## config.mk

```make
export PLATFORM = sky130hd
export DESIGN_NAME = conv_stream_driver
export DESIGN_NICKNAME = d
export VERILOG_FILES = /design/src/rtl/conv_stream_driver.sv
export SDC_FILE = /design/constraint.sdc
export NUM_CORES = 1
export LEC_CHECK = 0
export BUFFER_PORTS_ARGS = -buffer_cell sky130_fd_sc_hd__buf_2
export CORE_MARGIN = 2
export CORE_UTILIZATION = 50
export DETAILED_ROUTE_END_ITERATION = 12
export PLACE_DENSITY_LB_ADDON = 0.08
export SLEW_MARGIN = 10
export SYNTH_ARGS = -nofsm -noshare
export SYNTH_HDL_FRONTEND = slang
export SYNTH_SLANG_ARGS = --single-unit
```

## constraint.sdc

```tcl
create_clock -name clk -period 1.9 [get_ports clk]
set_clock_uncertainty 0.2 [all_clocks]
set_input_delay 0.19 -clock clk [delete_from_list [all_inputs] [get_ports clk]]
set_output_delay 0.19 -clock clk [all_outputs]
set_load 0.02 [all_outputs]
```

## src/rtl/conv_stream_driver.sv

```systemverilog
// rtl/conv_stream_driver.sv - Serialises 24-bit vectors into 6-bit engine chunks and captures the result; CONV_CHECK_EN adds a result checker
module conv_stream_driver #(
   parameter int CHUNK_W       = 6,
   parameter int TAPS          = 4,
   parameter int RES_W         = 14,
   parameter int SETTLE_CYCLES = 2
) (
   input  logic                      clk,
   input  logic                      rst,
   input  logic                      cmd_valid,
   output logic                      cmd_ready,
   input  logic                      cmd_wsel,
   input  logic                      cmd_sample,
   input  logic [CHUNK_W*TAPS-1:0]   cmd_data,
   output logic [CHUNK_W-1:0]        chunk_out,
   output logic                      wsel_out,
   output logic                      link_step,
   input  logic [RES_W-1:0]          res_in,
   output logic [RES_W-1:0]          result,
   output logic                      result_valid,
   output logic                      busy
`ifdef CONV_CHECK_EN
   ,
   output logic                      check_err,
   output logic [RES_W-1:0]          exp_result
`endif
);

   localparam int VEC_W = CHUNK_W * TAPS;
   localparam int IDX_W = (TAPS > 1) ? $clog2(TAPS) : 1;
   localparam int SET_W = $clog2(SETTLE_CYCLES + 1);

   typedef enum logic [1:0] {ST_IDLE, ST_SHIFT, ST_SETTLE, ST_CAPTURE} state_t;

   state_t             state_q, state_d;
   logic [VEC_W-1:0]   data_q, data_d;
   logic               sample_q, sample_d;
   logic [IDX_W-1:0]   idx_q, idx_d, idx_nxt;
   logic [SET_W-1:0]   set_cnt_q, set_cnt_d;
   logic [CHUNK_W-1:0] chunk_out_q, chunk_out_d;
   logic               wsel_out_q, wsel_out_d;
   logic               link_step_q, link_step_d;
   logic [RES_W-1:0]   result_q, result_d;
   logic               result_valid_q, result_valid_d;

`ifdef CONV_CHECK_EN
   logic [VEC_W-1:0]   w_sh_q, w_sh_d;
   logic [VEC_W-1:0]   x_sh_q, x_sh_d;
   logic               upd_q, upd_d;
   logic [RES_W-1:0]   exp_max_q, exp_max_d;
   logic               check_err_q, check_err_d;
   logic [RES_W-1:0]   dot_sum, w_k, x_k;

   // Dot product of the shadow weight and input vectors (values never exceed RES_W bits)
   always_comb begin
      dot_sum = '0;
      w_k     = '0;
      x_k     = '0;
      for (int k = 0; k < TAPS; k++) begin
         w_k     = RES_W'(w_sh_q[k*CHUNK_W +: CHUNK_W]);
         x_k     = RES_W'(x_sh_q[k*CHUNK_W +: CHUNK_W]);
         dot_sum = dot_sum + w_k * x_k;
      end
   end

   assign check_err  = check_err_q;
   assign exp_result = exp_max_q;
`endif

   assign cmd_ready    = (state_q == ST_IDLE);
   assign busy         = (state_q != ST_IDLE);
   assign chunk_out    = chunk_out_q;
   assign wsel_out     = wsel_out_q;
   assign link_step    = link_step_q;
   assign result       = result_q;
   assign result_valid = result_valid_q;

   // Next-state and next-output logic; chunk_out/wsel_out hold their value while idle
   always_comb begin
      state_d        = state_q;
      data_d         = data_q;
      sample_d       = sample_q;
      idx_d          = idx_q;
      idx_nxt        = idx_q + 1'b1;
      set_cnt_d      = set_cnt_q;
      chunk_out_d    = chunk_out_q;
      wsel_out_d     = wsel_out_q;
      link_step_d    = 1'b0;
      result_d       = result_q;
      result_valid_d = 1'b0;
`ifdef CONV_CHECK_EN
      w_sh_d         = w_sh_q;
      x_sh_d         = x_sh_q;
      upd_d          = 1'b0;
      exp_max_d      = exp_max_q;
      check_err_d    = check_err_q;
      // Running max absorbs the vector completed in the previous cycle
      if (upd_q && (dot_sum > exp_max_q)) begin
         exp_max_d = dot_sum;
      end
`endif
      case (state_q)
         ST_IDLE: begin
            if (cmd_valid) begin
               data_d      = cmd_data;
               wsel_out_d  = cmd_wsel;
               sample_d    = cmd_sample && !cmd_wsel;
               idx_d       = '0;
               chunk_out_d = cmd_data[CHUNK_W-1:0];
               link_step_d = 1'b1;
               state_d     = ST_SHIFT;
            end
         end
         ST_SHIFT: begin
            if (idx_q == IDX_W'(TAPS - 1)) begin
               set_cnt_d = '0;
               state_d   = sample_q ? ST_SETTLE : ST_IDLE;
`ifdef CONV_CHECK_EN
               if (wsel_out_q) begin
                  w_sh_d = data_q;
               end else begin
                  x_sh_d = data_q;
                  upd_d  = 1'b1;
               end
`endif
            end else begin
               idx_d       = idx_nxt;
               chunk_out_d = data_q[int'(idx_nxt)*CHUNK_W +: CHUNK_W];
               link_step_d = 1'b1;
            end
         end
         ST_SETTLE: begin
            if (set_cnt_q == SET_W'(SETTLE_CYCLES - 1)) begin
               state_d = ST_CAPTURE;
            end else begin
               set_cnt_d = set_cnt_q + 1'b1;
            end
         end
         ST_CAPTURE: begin
            result_d       = res_in;
            result_valid_d = 1'b1;
            state_d        = ST_IDLE;
`ifdef CONV_CHECK_EN
            if (res_in != exp_max_q) begin
               check_err_d = 1'b1;
            end
`endif
         end
         default: begin
            state_d = ST_IDLE;
         end
      endcase
   end

   // State and registered outputs; reset abandons any partial vector
   always_ff @(posedge clk) begin
      if (rst) begin
         state_q        <= ST_IDLE;
         data_q         <= '0;
         sample_q       <= 1'b0;
         idx_q          <= '0;
         set_cnt_q      <= '0;
         chunk_out_q    <= '0;
         wsel_out_q     <= 1'b0;
         link_step_q    <= 1'b0;
         result_q       <= '0;
         result_valid_q <= 1'b0;
`ifdef CONV_CHECK_EN
         w_sh_q         <= '0;
         x_sh_q         <= '0;
         upd_q          <= 1'b0;
         exp_max_q      <= '0;
         check_err_q    <= 1'b0;
`endif
      end else begin
         state_q        <= state_d;
         data_q         <= data_d;
         sample_q       <= sample_d;
         idx_q          <= idx_d;
         set_cnt_q      <= set_cnt_d;
         chunk_out_q    <= chunk_out_d;
         wsel_out_q     <= wsel_out_d;
         link_step_q    <= link_step_d;
         result_q       <= result_d;
         result_valid_q <= result_valid_d;
`ifdef CONV_CHECK_EN
         w_sh_q         <= w_sh_d;
         x_sh_q         <= x_sh_d;
         upd_q          <= upd_d;
         exp_max_q      <= exp_max_d;
         check_err_q    <= check_err_d;
`endif
      end
   end

endmodule

```

# ---- After elaboration in Yosys (flattened, before gate mapping)
# Cells that the tools add are included.
dict set report word_totals {
  register_bits 54
  latchBits 0
  mem_bits_rw 0
  romBits 0
  output_inout_bits 25
  word_cells 52
  mem_count 0
}
dict set report classes {
  n_addsub 2
  multipliers 1
  n_div 0
  magnitude_cmp 0
  n_eq_ne 10
  shifts 1
  mux 18
  bitwise_logic 0
  reduce_logical 10
}
# cell count
set op_table {}
lappend op_table {{24-bit by 6-bit indexed part select with 6-bit output} 1}
lappend op_table {{2-bit two-way mux} 8}
lappend op_table {{6-bit two-way mux} 2}
lappend op_table {{6-bit one-hot mux with 2 select lines} 1}
lappend op_table {{2-bit != test (second input constant)} 5}
lappend op_table {{3-bit AND reduction} 3}
lappend op_table {{2-bit one-hot mux with 2 select lines} 2}
lappend op_table {{2-bit one-hot mux with 4 select lines} 1}
lappend op_table {{2-bit equality test (second input constant)} 3}
lappend op_table {{2-bit nonzero test} 3}
lappend op_table {{2-bit by 1-bit adder with 2-bit output (second input constant)} 2}
lappend op_table {{2-bit by 1-bit equality test with 1-bit output (second input constant)} 2}
lappend op_table {{2-bit by 2-bit multiplier with 4-bit output (second input constant)} 1}
lappend op_table {{1-bit two-way mux} 3}
lappend op_table {{2-bit logical NOT} 1}
lappend op_table {{1-bit one-hot mux with 2 select lines} 1}
lappend op_table {{2-bit AND reduction} 1}
lappend op_table {{1-bit logical AND} 1}
lappend op_table {{1-bit logical NOT} 1}

# ---- Logic depth before layout (Yosys ltp)
# Gate-level depths: netlist (run 1).
dict set report depth {
  ltp_word 5
  ltp_mapped 5
}

# ---- Least setup slack after synthesis (run 1)
# Ideal clock, no wire load.
dict set report synth_path {
  kind {reg-to-reg}
  from {register idx_q[0]}
  to {register chunk_out_q[2] (netlist: chunk_out[2])}
  setup_time_ns 0.134
  arrival_time_ns 1.345
  required_time_ns 1.566
  path_slack_ns 0.222
  stages_incl_launch_ff 6
  n_path_buf 1
  synth_period_minus_slack_ns 1.678
  path_cell_list {dfxtp_1 ha_1 and3b_1 clkbuf_1 a222oi_1 a211oi_1}
}
dict set report synth_between {
  elab_chain_len 5
  elab_cells_between_ends 8
  classes_between {add/sub (1); mul (1); eq/ne (2); shift (1); mux (2); reduce/logical (1)}
}
# item line_no
set synth_lines {}
lappend synth_lines {{from (decl)} 38} ;# logic [IDX_W-1:0] idx_q, idx_d, idx_nxt;
lappend synth_lines {{from (signal assigned)} 179} ;# idx_q <= idx_d;
lappend synth_lines {{2-bit by 1-bit adder with 2-bit output} 84} ;# idx_nxt = idx_q + 1'b1;
lappend synth_lines {{2-bit by 2-bit multiplier with 4-bit output} 128} ;# chunk_out_d = data_q[int'(idx_nxt)*CHUNK_W +: CHUNK_W];
lappend synth_lines {{24-bit by 6-bit indexed part select with 6-bit output} 128}
lappend synth_lines {{6-bit two-way mux} 115} ;# if (idx_q == IDX_W'(TAPS - 1)) begin
lappend synth_lines {{6-bit one-hot mux with 2 select lines} 102} ;# case (state_q)
lappend synth_lines {{to (signal assigned)} 181} ;# chunk_out_q <= chunk_out_d;
lappend synth_lines {{to (decl)} 40} ;# logic [CHUNK_W-1:0] chunk_out_q, chunk_out_d;
# Parallel ways exist; a longest one is shown, timed or not. The select of a mux whose other input is x is not followed.
# A chain may end at the register's enable or synchronous reset.

# ---- Worst setup path in the final report (run 1)
dict set report layout_path {
  from {register idx_q[0]}
  to {register chunk_out_q[5] (netlist: chunk_out[5])}
}
# Same word-level chain as after synthesis.

==> results of run 1 <==
[kinds of logic (layout without fill, tap and decap cells)]
logic type               count (synthesis)  count (layout)  share of synthesized area
adder cells (fa/ha/maj)                  2               2                    0.01125
AO/OA/AOI/OAI                           58              58                     0.1507
multiplexers                            13              13                    0.06524
AND/OR/NAND/NOR                        114             114                     0.2345
buffers and inverters                   20             126                    0.05230
flip-flops                              54              54                     0.4859
[timing repair]
item	CTS	global route
endpoints found under the hold margin	40	0
hold buffers	40	0
setup buffers	0	0
[cells in the final DEF (no fill, tap or decap)]
cell type | Yosys | layout
or3b_1 | 1 | 1
mux2_2 | 12 | 12
ha_1 | 2 | 2
mux2i_1 | 1 | 1
nor3b_2 | 1 | 1
a222oi_1 | 6 | 6
a21oi_1 | 46 | 46
a211oi_1 | 6 | 6
buf_4 | 2 | 7
buf_2 | 3 | 67
and3b_1 | 1 | 1
nand2_1 | 84 | 84
nand2b_1 | 3 | 3
clkbuf_1 | 9 | 1
nor2_1 | 6 | 6
buf_12 | 0 | 2
nor3b_4 | 2 | 2
nand3b_1 | 2 | 2
nor3_1 | 7 | 7
or3b_2 | 1 | 1
nand3_1 | 2 | 2
dlygate4sd3_1 | 0 | 40
nand4b_1 | 1 | 1
clkbuf_8 | 0 | 6
nor4_1 | 1 | 1
inv_1 | 2 | 2
and2_1 | 1 | 1
clkinv_2 | 0 | 1
nor3b_1 | 1 | 1
dfxtp_1 | 54 | 54
[flip-flops by register name (all words and copies together) (netlist names), named ones only]
register / cells
set_cnt_q: 2
link_step: 1
state_q: 1
result_valid: 1
idx_q: 2
chunk_out: 6
result: 14
data_q: 24
wsel_out: 1
sample_q: 1
[cell type report]
class	instances	share of cell area
sequential	54	0.3487
multi-input combinational	187	0.3313
timing repair buffer	116	0.2672
clock buffer	7	0.02785
tap	52	0.02098
inverter	2	0.002421
clock inverter	1	0.001614
[final timing paths]
path	cells after the start	to
worst max-delay path	4	chunk_out[5]
worst min-delay path	2	link_step
worst max register to register	4	chunk_out[5]
worst min register to register	2	result[12]
[metal layers]
| metal | part of all wire | GRT usage | vias to the layer above |
|---|---|---|---|
| met4 | 0.021 | 0.08595 | 0 |
| met5 | 0 | 0 | - |
| met1 | 0.44 | 0.2843 | 972 |
| met2 | 0.49 | 0.4019 | 66 |
| li1 | - | - | 1098 |
| met3 | 0.052 | 0.04701 | 12 |
[power groups by stage]
stage | clock network (mW) | registers, mW | logic, mW
final | 0.660 | 1.22 | 0.396
after global placement | 0 | 1.24 | 0.325
after global routing | 0.709 | 1.22 | 0.434
after floorplan | 0 | 1.26 | 0.198
after detailed placement | 0 | 1.24 | 0.330
after CTS | 0.672 | 1.22 | 0.394
[critical path, cell delays in order (launching register included)]
cell,delay (ps)
dfxtp_1,320
ha_1,330
nor3b_2,410
a222oi_1,160
a211oi_1,260
[through the flow]
stage	hold WS (ps)	area [um^2]	power, mW	cells
global route	211.4	3100	2.367	419
CTS	159.4	3100	2.284	419
finish	164.2	3100	2.274	419
global placement	230.1	2609	1.569	371
floorplan	126.0	2225	1.456	261
detailed placement	235.1	2609	1.573	371
==> metrics, run 1 <==
actual slew at the worst max-slew pin=approximately 600 ps; cell with the most instances after synthesis=nand2_1; EDFF count, synth=0; fin nets=approximately 410; reg2reg setup slack=roughly 140 ps; CP Launch Type=register; share of Yosys cell area claimed by the top area cell type=0.4859; LEAKAGE=approximately 1.3 nW; flops & latches, synth=54; Sequential Power Share=0.535; IO Port Bufs=67; CP Class=register to register; row count=24; Worst EP required=~1900 ps; DP HPWL=~3400 um; DRT Wirelength=5500 um; largest net degree at the start of global routing=34; top cells by count, synth=nand2_1, dfxtp_1, a21oi_1; FILL cells=between 300 and 400; clock tree buffer depth=2; Slew Limit Fails=0; routed vias=between 2000 and 2500; Hold Vio Cnt, Final=0; max-cap viol count=0; drt via density=between 5 and 6; global route overflow=0; Slew HR=0.6099; share of cells above drive strength 1=0.2698; Reg clk slew, reported paths=roughly 90 ps; P_int=1.683 mW; final setup fails=0; Final GP Congestion=0.7729; DRT antenna net count=0; Crit. End Element=register; Hold WC Path Type=primary input to register; Logic pwr share=0.174; Final min period=1763 ps; violation count after the first detailed-route iteration=between 100 and 150; CP Data Arrival Time=around 1800 ps; I/O Pins=just under 70; Hold Startpoint=rst; antenna violations before repair=0; main flop type after synthesis=dfxtp_1; largest cells by area after synthesis=dfxtp_1, nand2_1, a21oi_1; Syn-to-layout area delta=39.37%; R2R Path Start=idx_q[0]; # diodes=0; Psw=591.0 uW; vias in the first global route=2068; CP max FO=6; post-synth cell types=27; first-pass GRT wire length=roughly 9300 um; Storage cell area=1081 um^2; root buffer cell=clkbuf_8; Net Sw Frac=0.2599; worst-skew pair later-pin latency=~300 ps; Die X=~70 um; Die Ht=approximately 71 um; starting density of the core=0.5145; CP startpoint=idx_q[0]; Synth warnings=0; Multi-input gate area=1027 um^2; status=complete, no violations; Clk pwr share=0.290; First-pass DRT Iterations=6; Seq/Total Area, Yosys=0.4859; Cells after Synth=approximately 260; Syn Area/Cell=8.524 um^2; core area=4324 um^2; DRC violations left=0; CTS tree=built; fin worst setup slack=137.3 ps; DR WL/cell=approximately 13 um; Core Util, Final=0.7170; TritonCTS Buffers=5; fmax=0.5673 GHz; mapped cell area=~2200 um^2; H-tree depth=2; P per Cell Area=approximately 730 nW/um^2; Async S/R FF share, synth=0; top cell type by total area after synthesis=dfxtp_1; gr usage total=0.2318; pre-CTS setup slack=roughly 160 ps; RSZ-0062 raised after global routing=no; clk sinks=54; die area=4998 um^2; Tcrit/Tclk final=0.9277; syn_nets=306; Max VDD drop=around 0.49 mV; setup tns final=0 ps; CTS resizes=0
(Power assumes the default switching activity.)
==> run 2: changes to the inputs <==
--- a/config.mk
+++ b/config.mk
@@ -6,6 +6,7 @@
 export NUM_CORES = 1
 export LEC_CHECK = 0
 export BUFFER_PORTS_ARGS = -buffer_cell sky130_fd_sc_hd__buf_2
+export CORE_ASPECT_RATIO = 0.7
 export CORE_MARGIN = 2
 export CORE_UTILIZATION = 50
 export DETAILED_ROUTE_END_ITERATION = 12
==> metrics, run 2 (synthesis results as in run 1) <==
CP Data Arrival Time=around 1400 ps; clk sinks=54; dpl cells=374; Die Ht=59.81 um; status=complete, no violations; P_int=around 1.7 mW; DP HPWL=3523 um; crit-path max cell delay=between 500 and 600 ps; Slew HR=0.6590; non-filler cells, final=~420; commonest cells after routing, fill and taps aside=nand2_1, buf_2, dfxtp_1, a21oi_1, dlygate4sd3_1; critical path buffer and inverter count=3; Logic pwr share=0.175; Crit. End Element=output port; Net Sw Frac=0.2735; DP Area=2613 um^2; CP Launch Type=register; I/O Pins=68; vias in the first global route=between 2000 and 2500; CP cell instances=buf_4 -> nor2_1 -> inv_1 -> buf_2; Reg clk slew, reported paths=100 ps; die area=5008 um^2; Worst EP required=1510 ps; antenna violations before repair=0; first-pass GRT wire length=~9000 um; TritonCTS Buffers=5; DRT antenna net count=0; core area=4304 um^2; max-cap viol count=0; LEAKAGE=about 1.3 nW; Hold WC Path Type=primary input to register; root buffer cell=clkbuf_8; Largest register FFs=24; # diodes=0; Max VDD drop=~0.54 mV; fmax=roughly 0.57 GHz; Top delay family on crit path=flip-flops; Sequential Power Share=0.531; gr usage total=0.2277; actual slew at the worst max-slew pin=510.3 ps; DR WL/cell=13.10 um; drt via density=roughly 5; share of cells above drive strength 1=0.2725; row count=20; Clk pwr share=0.294; Final Cell Area=3117 um^2; largest net degree at the start of global routing=55; starting density of the core=0.5169; final setup fails=0; violation count after the first detailed-route iteration=140; Crit-path slowest cell=dfxtp_1; First-pass DRT Iterations=6; CTS tree=built; Final min period=roughly 1800 ps; Tcrit/Tclk final=0.9239; Hold Vio Cnt, Final=0; Psw=628.0 uW; DRT Wirelength=roughly 5500 um; post-CTS setup repair buffer count=0; Hold Startpoint=rst; routed vias=2171; CP Class=register to output port; global route overflow=0; Syn-to-layout area delta=40.10%; CP max FO=12; IO Port Bufs=67; R2R Path Start=state_q[0]; worst-skew pair later-pin latency=about 310 ps; clock tree buffer depth=2; Slew Limit Fails=0; Biggest register=data_q; P per Cell Area=roughly 740 nW/um^2; most common cell after layout, fill and taps aside=nand2_1; DRC violations left=0; fin nets=between 400 and 500; Die X=83.73 um; Final GP Congestion=0.7551; H-tree depth=2
-- run 2: changes by cell type in the layout (fill, tap and decap cells not counted) --
cell	delta
clkbuf_1	-1
clkbuf_8	-1
clkinv_2	-1
clkinv_4	+1
inv_6	+1
inv_8	+1
nor3b_2	-1
nor3b_4	+1
-- run 2: tightest hold or removal path: stages --
cell and delay [ps]:
buf_2 100, buf_12 230, a21oi_1 60
-- run 2: final timing paths --
kind,end,slack [ps],cells after the start
worst max-delay path,busy,140,4
worst min-delay path,data_q[0],120,3
worst max register to register,chunk_out[3],150,3
worst min register to register,result[13],260,2
-- run 2: metrics by stage --
step                worst slack [ps]  total power [mW]  hold WS, ps  utilization  setup TNS, ps
floorplan                      221.6             1.456        126.0            -              0
global placement               217.0             1.573        229.4       0.6070              0
detailed placement             155.1             1.578        237.8       0.6070              0
CTS                            127.2             2.308        127.0       0.7227              0
global route                  -2.204             2.400        139.3       0.7241         -2.204
finish                         144.6             2.296        120.3       0.7241              0
-- run 2: repair_timing --
item / in CTS / in global routing
endpoints found under the hold margin: 40 / 0
gates resized for setup: 0 / 1
hold buffers: 40 / 0
endpoints found under the setup margin: 0 / 3
-- run 2: routing by layer --
layer  vias to the layer above  part of all wire  global-route usage
met3                         2             0.059             0.04144
li1                       1104                 -                   -
met1                      1000              0.48              0.3040
met5                         -                 0                   0
met2                        65              0.46              0.3863
met4                         0            0.0058             0.06452
-- run 2: final cells by class --
class,count,area [um^2]
clock buffers,5,68.82
clock inverters,3,28.78
fillers,332,1187
inverters,2,7.507
multi-input cells,187,1033
flip-flops and latches,54,1081
well taps,55,68.82
repair buffers,116,828.3
-- run 2: power groups by stage --
stage / clock, mW / sequential (mW) / combinational, mW
6_report: 0.675 / 1.22 / 0.401
5_1_grt: 0.735 / 1.23 / 0.438
4_1_cts: 0.693 / 1.22 / 0.395
3_5_place_dp: 0 / 1.25 / 0.332
3_3_place_gp: 0 / 1.24 / 0.328
2_1_floorplan: 0 / 1.26 / 0.198
